<file path="src/rtl/sw_lock_pkg.sv">
// Shared types and constants for the switch-code lock.
// The SW_CODE_LOCK_MASTER_EN master-code option lives in sw_code_lock.
package sw_lock_pkg;

  localparam int unsigned BYTE       = 4;
  localparam int unsigned MAX_DIGITS = 4;
  localparam int unsigned CODE_W     = BYTE * MAX_DIGITS;
  localparam int unsigned CNT_W      = 3;
  localparam int unsigned ERR_W      = 4;

  typedef enum logic [2:0] {
    IDLE  = 3'd0,
    CHECK = 3'd1,
    OPEN  = 3'd2,
    FAIL  = 3'd3,
    LOCK  = 3'd4
  } state_t;

  // Counter width covering the longest of the three hold times (never below 1).
  function automatic int unsigned timer_width(input int unsigned a,
                                              input int unsigned b,
                                              input int unsigned c);
    int unsigned m;
    int unsigned w;
    m = a;
    if (b > m) m = b;
    if (c > m) m = c;
    w = $clog2(m);
    return (w < 1) ? 1 : w;
  endfunction

endpackage

</file>
<file path="src/rtl/sw_lock_timer.sv">
// Shared hold-time counter: counts up from zero to a terminal value, clear has priority.
module sw_lock_timer #(
  parameter int unsigned W = 8
) (
  input  logic         clk,
  input  logic         rst,
  input  logic         clr,
  input  logic         en,
  input  logic [W-1:0] term,
  output logic         tc_c
);

  logic [W-1:0] count;

  // Holds at the terminal value; the owner's state change clears it.
  always_ff @(posedge clk) begin
    if (rst || clr) begin
      count <= '0;
    end else if (en && !tc_c) begin
      count <= count + W'(1);
    end
  end

  assign tc_c = (count == term);

endmodule

</file>
<file path="src/rtl/sw_code_lock.sv">
// Code lock: checks the switch-entry code on confirm, drives unlock/fail/alarm, locks out after repeated misses.
// Define SW_CODE_LOCK_MASTER_EN to accept MASTER_CODE in IDLE or LOCK (jumps straight to OPEN).
module sw_code_lock
  import sw_lock_pkg::*;
#(
  parameter logic [CODE_W-1:0] PASSWORD    = 16'h1234,
  parameter int unsigned       DIGITS      = 4,
  parameter int unsigned       MAX_TRIES   = 3,
  parameter int unsigned       OPEN_CYCLES = 50_000_000,
  parameter int unsigned       FAIL_CYCLES = 25_000_000,
  parameter int unsigned       LOCK_CYCLES = 500_000_000
`ifdef SW_CODE_LOCK_MASTER_EN
  ,
  parameter logic [CODE_W-1:0] MASTER_CODE = 16'h9999
`endif
) (
  input  logic              CLK,
  input  logic              RST,
  input  logic [CODE_W-1:0] Code,
  input  logic [CNT_W-1:0]  Code_Bit,
  input  logic              Confirm,
  output logic              Clear_Req,
  output logic              Unlock,
  output logic              Fail,
  output logic              Alarm,
  output logic [ERR_W-1:0]  Err_Cnt,
  output logic [2:0]        State
);

  localparam int unsigned TW = timer_width(OPEN_CYCLES, FAIL_CYCLES, LOCK_CYCLES);

  state_t              state;
  state_t              state_nxt_c;
  logic                confirm_q;
  logic [CODE_W-1:0]   code_q;
  logic [CNT_W-1:0]    bits_q;
  logic                press_c;
  logic                match_c;
  logic                lock_hit_c;
  logic                master_hit_c;
  logic                timing_c;
  logic                tc_c;
  logic [TW-1:0]       term_c;

  assign press_c = Confirm & ~confirm_q;

  assign match_c = (bits_q == CNT_W'(DIGITS)) &&
                   (code_q[BYTE*DIGITS-1:0] == PASSWORD[BYTE*DIGITS-1:0]);

  // Compare in one extra bit so a saturated count cannot wrap the threshold test.
  assign lock_hit_c = ((5'(Err_Cnt) + 5'd1) >= 5'(MAX_TRIES));

`ifdef SW_CODE_LOCK_MASTER_EN
  assign master_hit_c = press_c && (Code == MASTER_CODE) &&
                        (Code_Bit == CNT_W'(MAX_DIGITS)) &&
                        ((state == IDLE) || (state == LOCK));
`else
  assign master_hit_c = 1'b0;
`endif

  assign timing_c = (state == OPEN) || (state == FAIL) || (state == LOCK);

  always_comb begin
    term_c = '0;
    case (state)
      OPEN:    term_c = TW'(OPEN_CYCLES - 1);
      FAIL:    term_c = TW'(FAIL_CYCLES - 1);
      LOCK:    term_c = TW'(LOCK_CYCLES - 1);
      default: term_c = '0;
    endcase
  end

  // Next-state decode; undefined encodings fall back to IDLE.
  always_comb begin
    state_nxt_c = state;
    case (state)
      IDLE: begin
        if (master_hit_c)  state_nxt_c = OPEN;
        else if (press_c)  state_nxt_c = CHECK;
      end
      CHECK: begin
        if (match_c)         state_nxt_c = OPEN;
        else if (lock_hit_c) state_nxt_c = LOCK;
        else                 state_nxt_c = FAIL;
      end
      OPEN: if (tc_c) state_nxt_c = IDLE;
      FAIL: if (tc_c) state_nxt_c = IDLE;
      LOCK: begin
        if (master_hit_c) state_nxt_c = OPEN;
        else if (tc_c)    state_nxt_c = IDLE;
      end
      default: state_nxt_c = IDLE;
    endcase
  end

  // Timer restarts from zero on every state entry.
  sw_lock_timer #(.W(TW)) u_timer (
    .clk  (CLK),
    .rst  (RST),
    .clr  (state_nxt_c != state),
    .en   (timing_c),
    .term (term_c),
    .tc_c (tc_c)
  );

  // State, captured entry and registered output decodes.
  always_ff @(posedge CLK) begin
    if (RST) begin
      state     <= IDLE;
      confirm_q <= 1'b1;
      code_q    <= '0;
      bits_q    <= '0;
      Err_Cnt   <= '0;
      Clear_Req <= 1'b0;
      Unlock    <= 1'b0;
      Fail      <= 1'b0;
      Alarm     <= 1'b0;
    end else begin
      state     <= state_nxt_c;
      confirm_q <= Confirm;

      if ((state == IDLE) && press_c) begin
        code_q <= Code;
        bits_q <= Code_Bit;
      end

      if (master_hit_c) begin
        Err_Cnt <= '0;
      end else if (state == CHECK) begin
        if (match_c)                 Err_Cnt <= '0;
        else if (Err_Cnt != 4'hF)    Err_Cnt <= Err_Cnt + 4'd1;
      end else if ((state == LOCK) && (state_nxt_c == IDLE)) begin
        Err_Cnt <= '0;
      end

      Clear_Req <= (state_nxt_c == CHECK) || master_hit_c;
      Unlock    <= (state_nxt_c == OPEN);
      Fail      <= (state_nxt_c == FAIL);
      Alarm     <= (state_nxt_c == LOCK);
    end
  end

  assign State = 3'(state);

endmodule
</file>
<file path="config.mk">
export PLATFORM = sky130hd
export DESIGN_NAME = sw_code_lock
export DESIGN_NICKNAME = d
export VERILOG_FILES = /design/src/rtl/sw_lock_pkg.sv /design/src/rtl/sw_lock_timer.sv /design/src/rtl/sw_code_lock.sv
export SDC_FILE = /design/constraint.sdc
export NUM_CORES = 1
export LEC_CHECK = 0
export ABC_AREA = 0
export CORE_MARGIN = 2
export CORE_UTILIZATION = 61
export CTS_CLUSTER_DIAMETER = 60
export DETAILED_ROUTE_END_ITERATION = 8
export GPL_TIMING_DRIVEN = 0
export PLACE_DENSITY = 0.87
export SYNTH_ARGS = -nofsm -noshare
export SYNTH_HDL_FRONTEND = slang
export SYNTH_HIERARCHICAL = 1
export SYNTH_SLANG_ARGS = --single-unit
</file>
<file path="constraint.sdc">
create_clock -name CLK -period 5.13 [get_ports CLK]
set_input_delay 1.539 -clock CLK [delete_from_list [all_inputs] [get_ports CLK]]
set_output_delay 1.539 -clock CLK [all_outputs]
set_load 0.03 [all_outputs]
</file>
==> results of run 1 <==
## metal layers
layer	wire length, µm	up-vias	global-route usage, %
li1	-	1445	-
met1	3306	1346	31.72
met2	3502	74	44.09
met3	346	17	6.279
met4	171	0	10.54
met5	0	-	0
## power groups by stage
stage | logic (mW) | clock network [mW] | registers [mW]
floorplan | 0.0911 | 0 | 0.494
global placement | 0.135 | 0 | 0.490
global route | 0.150 | 0.460 | 0.481
detailed placement | 0.137 | 0 | 0.490
finish | 0.139 | 0.429 | 0.480
CTS | 0.139 | 0.437 | 0.480
## state kept, by name, indices dropped and copies added (netlist names)
signal         cells
Unlock             1
Fail               1
code_q            16
confirm_q          1
Clear_Req          1
u_timer/count     29
Alarm              1
Err_Cnt            4
bits_q             3
State              3
## kinds of logic (layout without fill, tap and decap cells)
logic type	Yosys count	count (layout)	synth area share [%]
AOI/OAI and AO/OA	78	78	14.78
buffers and inverters	23	71	4.685
DFF	60	60	36.57
and+or+nand+nor	162	162	27.92
other	1	2	0.1142
xor gates and xnor gates	32	32	8.533
adders and majority gates	3	3	1.143
muxes	20	20	6.247
## how the worst max path moves through the flow
stage	from	endpoint	slack [ns]	cells past startpoint
after global routing	State[1]	u_timer/count[6]	0.53	17
after floorplan	State[1]	u_timer/count[0]	1.37	17
final	State[1]	u_timer/count[15]	0.92	17
after global placement	State[1]	u_timer/count[15]	0.99	17
after CTS	State[1]	u_timer/count[15]	0.94	17
after detailed placement	State[1]	u_timer/count[15]	0.99	17
## cell type report
type,instances,share of cell area (%)
Sequential cell,60,30.83
Inverter,4,0.3854
Timing Repair Buffer,32,8.221
Clock buffer,9,3.179
Tap cell,70,2.248
Clock inverter,7,1.959
Buffer,19,3.565
Multi-Input combinational cell,297,49.61
## cell usage after synthesis (2+ instances only)
cell	n	area (µm²)
nor4_1	5	31.28
nand2b_1	3	18.77
and2_1	3	18.77
a211oi_1	2	15.01
nor4_2	3	37.54
buf_2	4	20.02
o21a_1	4	30.03
clkbuf_1	6	22.52
or3_1	24	150.1
buf_6	6	67.56
or2_1	2	12.51
nand4_2	2	25.02
ha_1	3	37.54
dfxtp_1	60	1201
nor2_2	2	12.51
nand3_1	12	60.06
a21oi_2	4	35.03
o21ai_0	21	105.1
o22ai_1	3	18.77
nor3_1	7	35.03
a21oi_1	27	135.1
nand4_1	13	81.33
or2_2	4	25.02
nor2_1	36	135.1
o21ai_1	4	20.02
nand2_1	20	75.07
o21ai_2	6	52.55
inv_1	4	15.01
and3_1	12	75.07
xor2_1	31	271.5
nor2b_1	4	25.02
mux2i_1	19	190.2
## critical path: stages, from the launching register on
cell      delay, ns
dfxtp_1        0.33
buf_2          0.21
nor2_2         0.05
nand2_1        0.13
inv_1          0.19
or2_2          0.39
xor2_1         0.15
nor4_1         0.33
nand4_2        0.23
nor2_1         0.44
nor2_4         0.09
a21oi_2        0.17
mux2_4         0.19
a221o_1        0.16
or2_2          0.11
buf_1          0.28
clkbuf_1       0.50
nor2_1         0.11
==> flow_summary.toml, run 1 <==
[drt]
dr.pass1.iters = 4
drc = 0
num_vias = 2882
wire_per_inst_um = 14.71
viasPerCell = 5.787
drt-initial-drc-count = 147
drt_wl_total_mm = 7.327
drtAntennaViolNets = 0

[worst_setup_path]
critPathLaunchType = "flop"
r2r-start = "State[1]"
worstPathArrival_ns = 4.41
critPathCaptureType = "flop"
path_max_fanout = 10
r2r_cells = 17
crit_type = "flop to flop"
reg2reg_slack_ns = 0.92
rr_endpoint = "u_timer/count[15]"
required_ns = 5.34

[sta]
skew_ns = 0.01052
layout_setup_ws_ns = 0.9206
finalCritPeriodShare_pct = 82.05
setup_violations = 0
relSlewSlack_pct = 61.23
max_freq_mhz = 237.6
rsz0062_at_grt = "false"
drv_slew = 0
tightest_slew_ns = 0.5815
whs_ns = 0.4972
totalNegativeSetupSlack_ns = 0
hold_viol = 0
fin_crit_ns = 4.209

[cts]
cts_tree = "built"
holdBufCountCts = 0
root_buffer = "clkbuf_8"
cts_sinks = 60
clk_latency_ns = 0.34
cts_resized = 0
cts_buffer_depth = 2
cts_buffers = 9
cts_setup_buffers = 0
clk_pin_slew_worst_paths_ns = 0.08
cts.htree.levels = 3

[outcome]
status = "completed"

[final_layout]
stdcell_area_um2 = 3896
final_cell_mix = "dfxtp_1, nor2_1, clkdlybuf4s50_1"
final_common_cell = "dfxtp_1"
multi_input_area_um2 = 1933
register_area_um2 = 1201
drive_gt1_share_pct = 13.08
nNetsFinal = 448
area_growth_pct = 18.63
antenna_cells = 0
fin_cells = 498
fillers = 387
finish.utilization_pct = 75.80

[min_path]
hold_path_depth = 2
hold_class = "flop to flop"
hp-start = "code_q[12]"
min_to = "code_q[12]"

[logic_synthesis]
synth-edff-count = 0
synth_cell_types = 55
synth_area_um2 = 3284
yosysWarnings = 6
synth_ff_type = "dfxtp_1"
seq_area_frac_synth_pct = 36.57
syn_avg_cell_area_um2 = 8.666
synth_seq_cells = 60
async_flop_share_pct = 0
synth_cells = 379

[global_routing]
grt_max_degree = 13
grt_usage_pct = 26.03
grt_pass1_wl_mm = 12.57
antenna_found_initial = 0
grt_pass1_vias = 2757
overflow = 0

[power_and_ir_drop]
power_density_nw_per_um2 = 268.9
ir_worst_vdd_uv = 281.3
p_leak_nw = 1.517
p_int_uw = 760.3
comb_power_share_pct = 13.3
swShare_pct = 27.44
totalPowerFinal_mw = 1.048
switching_power_uw = 287.5
p_clk_share_pct = 40.9
p_seq_share_pct = 45.8

[floorplan]
dieArea_um2 = 5987
die_x_um = 77.38
rows = 26
die_y_um = 77.38
ios = 33
core_area_um2 = 5140
initial_core_util_pct = 63.90

[job]
maxCapViolations = 0

[placement]
dpl.cell_count = 482
place.gp.congestion = 0.9483
place_hpwl_mm = 5.267
io_buffers = 32
post-place-ws_ns = 0.9850
postPlaceCellArea_um2 = 3696
No activity file was read; power rests on OpenSTA's default activity.
==> run 2: changes to the inputs <==
CORE_UTILIZATION = 57   (was 61)
PLACE_DENSITY = 0.82   (was 0.87)
clock period = 4.4 ns   (was 5.13 ns; I/O delays follow)
==> run 2 against run 1 <==
Net effect: non-clock buffer count did not move; count of clock-buffer cells in the layout did not move; wire length rose by 0.11%; clock skew fell by 0.0010 ns.
==> flow_summary.toml, run 2 (synthesis results as in run 1) <==
[worst_setup_path]
required_ns = 4.62
crit_type = "flop to flop"
cp_slowest_cell = "clkbuf_1"
path_buf_inv = 4
worstPathArrival_ns = 4.23
cpPeakStageDelay_ns = 0.41
critPathCaptureType = "flop"
path_max_fanout = 10
critPathLaunchType = "flop"
crit_family = "simple AND/OR/NAND/NOR gates"
cp_cell_sequence = "buf_2 -> nor2_2 -> nand2_1 -> inv_1 -> or2_2 -> xor2_1 -> nor4_1 -> nand4_2 -> nor2_2 -> nor2_4 -> a21oi_2 -> mux2_4 -> a221o_1 -> or2_2 -> buf_1 -> clkbuf_1 -> a21oi_1"

[drt]
num_vias = 2925
drt-initial-drc-count = 128
dr_wl_met3_um = 407
drtAntennaViolNets = 0
drt_wl_total_mm = 7.335
wire_per_inst_um = 14.67
route.top_layer_used = "met4"
viasPerCell = 5.850
wl_met2_mm = 3.406
dr.pass1.iters = 4
drc = 0
wl_met1_mm = 3.306

[global_routing]
grt_pass1_vias = 2680
grt_usage_pct = 24.81
overflow = 0
grt_pass1_wl_mm = 12.22
grt_max_degree = 13
antenna_found_initial = 0

[placement]
place_hpwl_mm = 5.370
postPlaceCellArea_um2 = 3699
place.gp.congestion = 0.9449
post-place-ws_ns = 0.1491
io_buffers = 32

[sta]
layout_setup_ws_ns = 0.3826
whs_ns = 0.5002
hold_viol = 0
skew_ns = 0.009476
totalNegativeSetupSlack_ns = 0
rsz0062_at_grt = "false"
max_freq_mhz = 248.9
drv_slew = 0
setup_violations = 0
fin_crit_ns = 4.017
finalCritPeriodShare_pct = 91.31
tightest_slew_ns = 0.5362
relSlewSlack_pct = 64.17

[floorplan]
initial_core_util_pct = 59.28
rows = 27
core_area_um2 = 5540
dieArea_um2 = 6386
die_y_um = 79.91
die_x_um = 79.91
ios = 33

[outcome]
status = "completed"

[final_layout]
reg.largest.list = "u_timer/count (29), code_q (16), Err_Cnt (4)"
drive_gt1_share_pct = 13.55
nNetsFinal = 448
final_common_cell = "dfxtp_1"
final_cell_mix = "dfxtp_1, nor2_1, clkdlybuf4s50_1"
top_register = "u_timer/count"
antenna_cells = 0
stdcell_area_um2 = 3902
area_growth_pct = 18.82
fillers = 447
largest_reg_flops = 29

[power_and_ir_drop]
totalPowerFinal_mw = 1.235
ir_worst_vdd_uv = 248.6
power_density_nw_per_um2 = 316.4
p_leak_nw = 1.520

[cts]
root_buffer = "clkbuf_8"
cts_tree = "built"
clk_latency_ns = 0.35
cts_setup_buffers = 0
cts.htree.levels = 3
clk_pin_slew_worst_paths_ns = 0.07
cts_sinks = 60
cts_buffer_depth = 2
cts_buffers = 9

[job]
maxCapViolations = 0

[min_path]
hold_class = "flop to flop"
run 2: changes by cell type in the layout (fill, tap and decap cells not counted):
cell | before | now
clkbuf_1 | 6 | 5
clkbuf_2 | 1 | 2
nor2_1 | 36 | 35
nor2_2 | 2 | 3
run 2: layout make-up:
class                      count  area (µm²)  area share (%)
tap                           72       90.09           2.308
inverter                       4       15.01          0.3847
buffer                        19       140.1           3.591
multi-input combinational    297        1936           49.60
clock buffer                   9       123.9           3.174
timing repair buffer          32       320.3           8.208
clock inverter                 7       76.32           1.956
sequential                    60        1201           30.78
run 2: where the power goes:
group	leakage (nW)	internal, mW	switching, mW
Sequential	0.485	0.553	0.00624
Combinational	0.939	0.0697	0.0938
Clock	0.0958	0.264	0.248
Total	1.52	0.887	0.348
run 2: worst paths after layout:
| kind | from | end | slack, ns | cells after the start |
|---|---|---|---|---|
| worst max-delay path | State[1] | u_timer/count[24] | 0.38 | 17 |
| worst min-delay path | code_q[4] | code_q[4] | 0.50 | 2 |
| worst max register to register | State[1] | u_timer/count[24] | 0.38 | 17 |
| worst min register to register | code_q[4] | code_q[4] | 0.50 | 2 |
run 2: per-layer routing:
| metal | vias to the layer above | GRT usage (%) |
|---|---|---|
| met4 | 0 | 13.22 |
| met3 | 20 | 4.638 |
| met1 | 1378 | 30.99 |
| li1 | 1445 | - |
| met5 | - | 0 |
| met2 | 82 | 40.33 |
run 2: per-stage QoR:
step	std cells	utilization, %
3_3_place_gp	484	66.76
2_1_floorplan	380	-
6_report	500	70.44
4_1_cts	500	70.37
3_5_place_dp	484	66.76
5_1_grt	500	70.44
run 2: what timing repair did:
action / CTS / global route
setup endpoints to repair: 0 / 20
hold buffers: 0 / 0
resized for setup: 0 / 3
hold endpoints to repair: 0 / 0
run 2: tightest hold or removal path, cell delays in order, from the launching register on:
cell,delay (ns)
dfxtp_1,0.33
mux2i_1,0.06
nor2_1,0.07
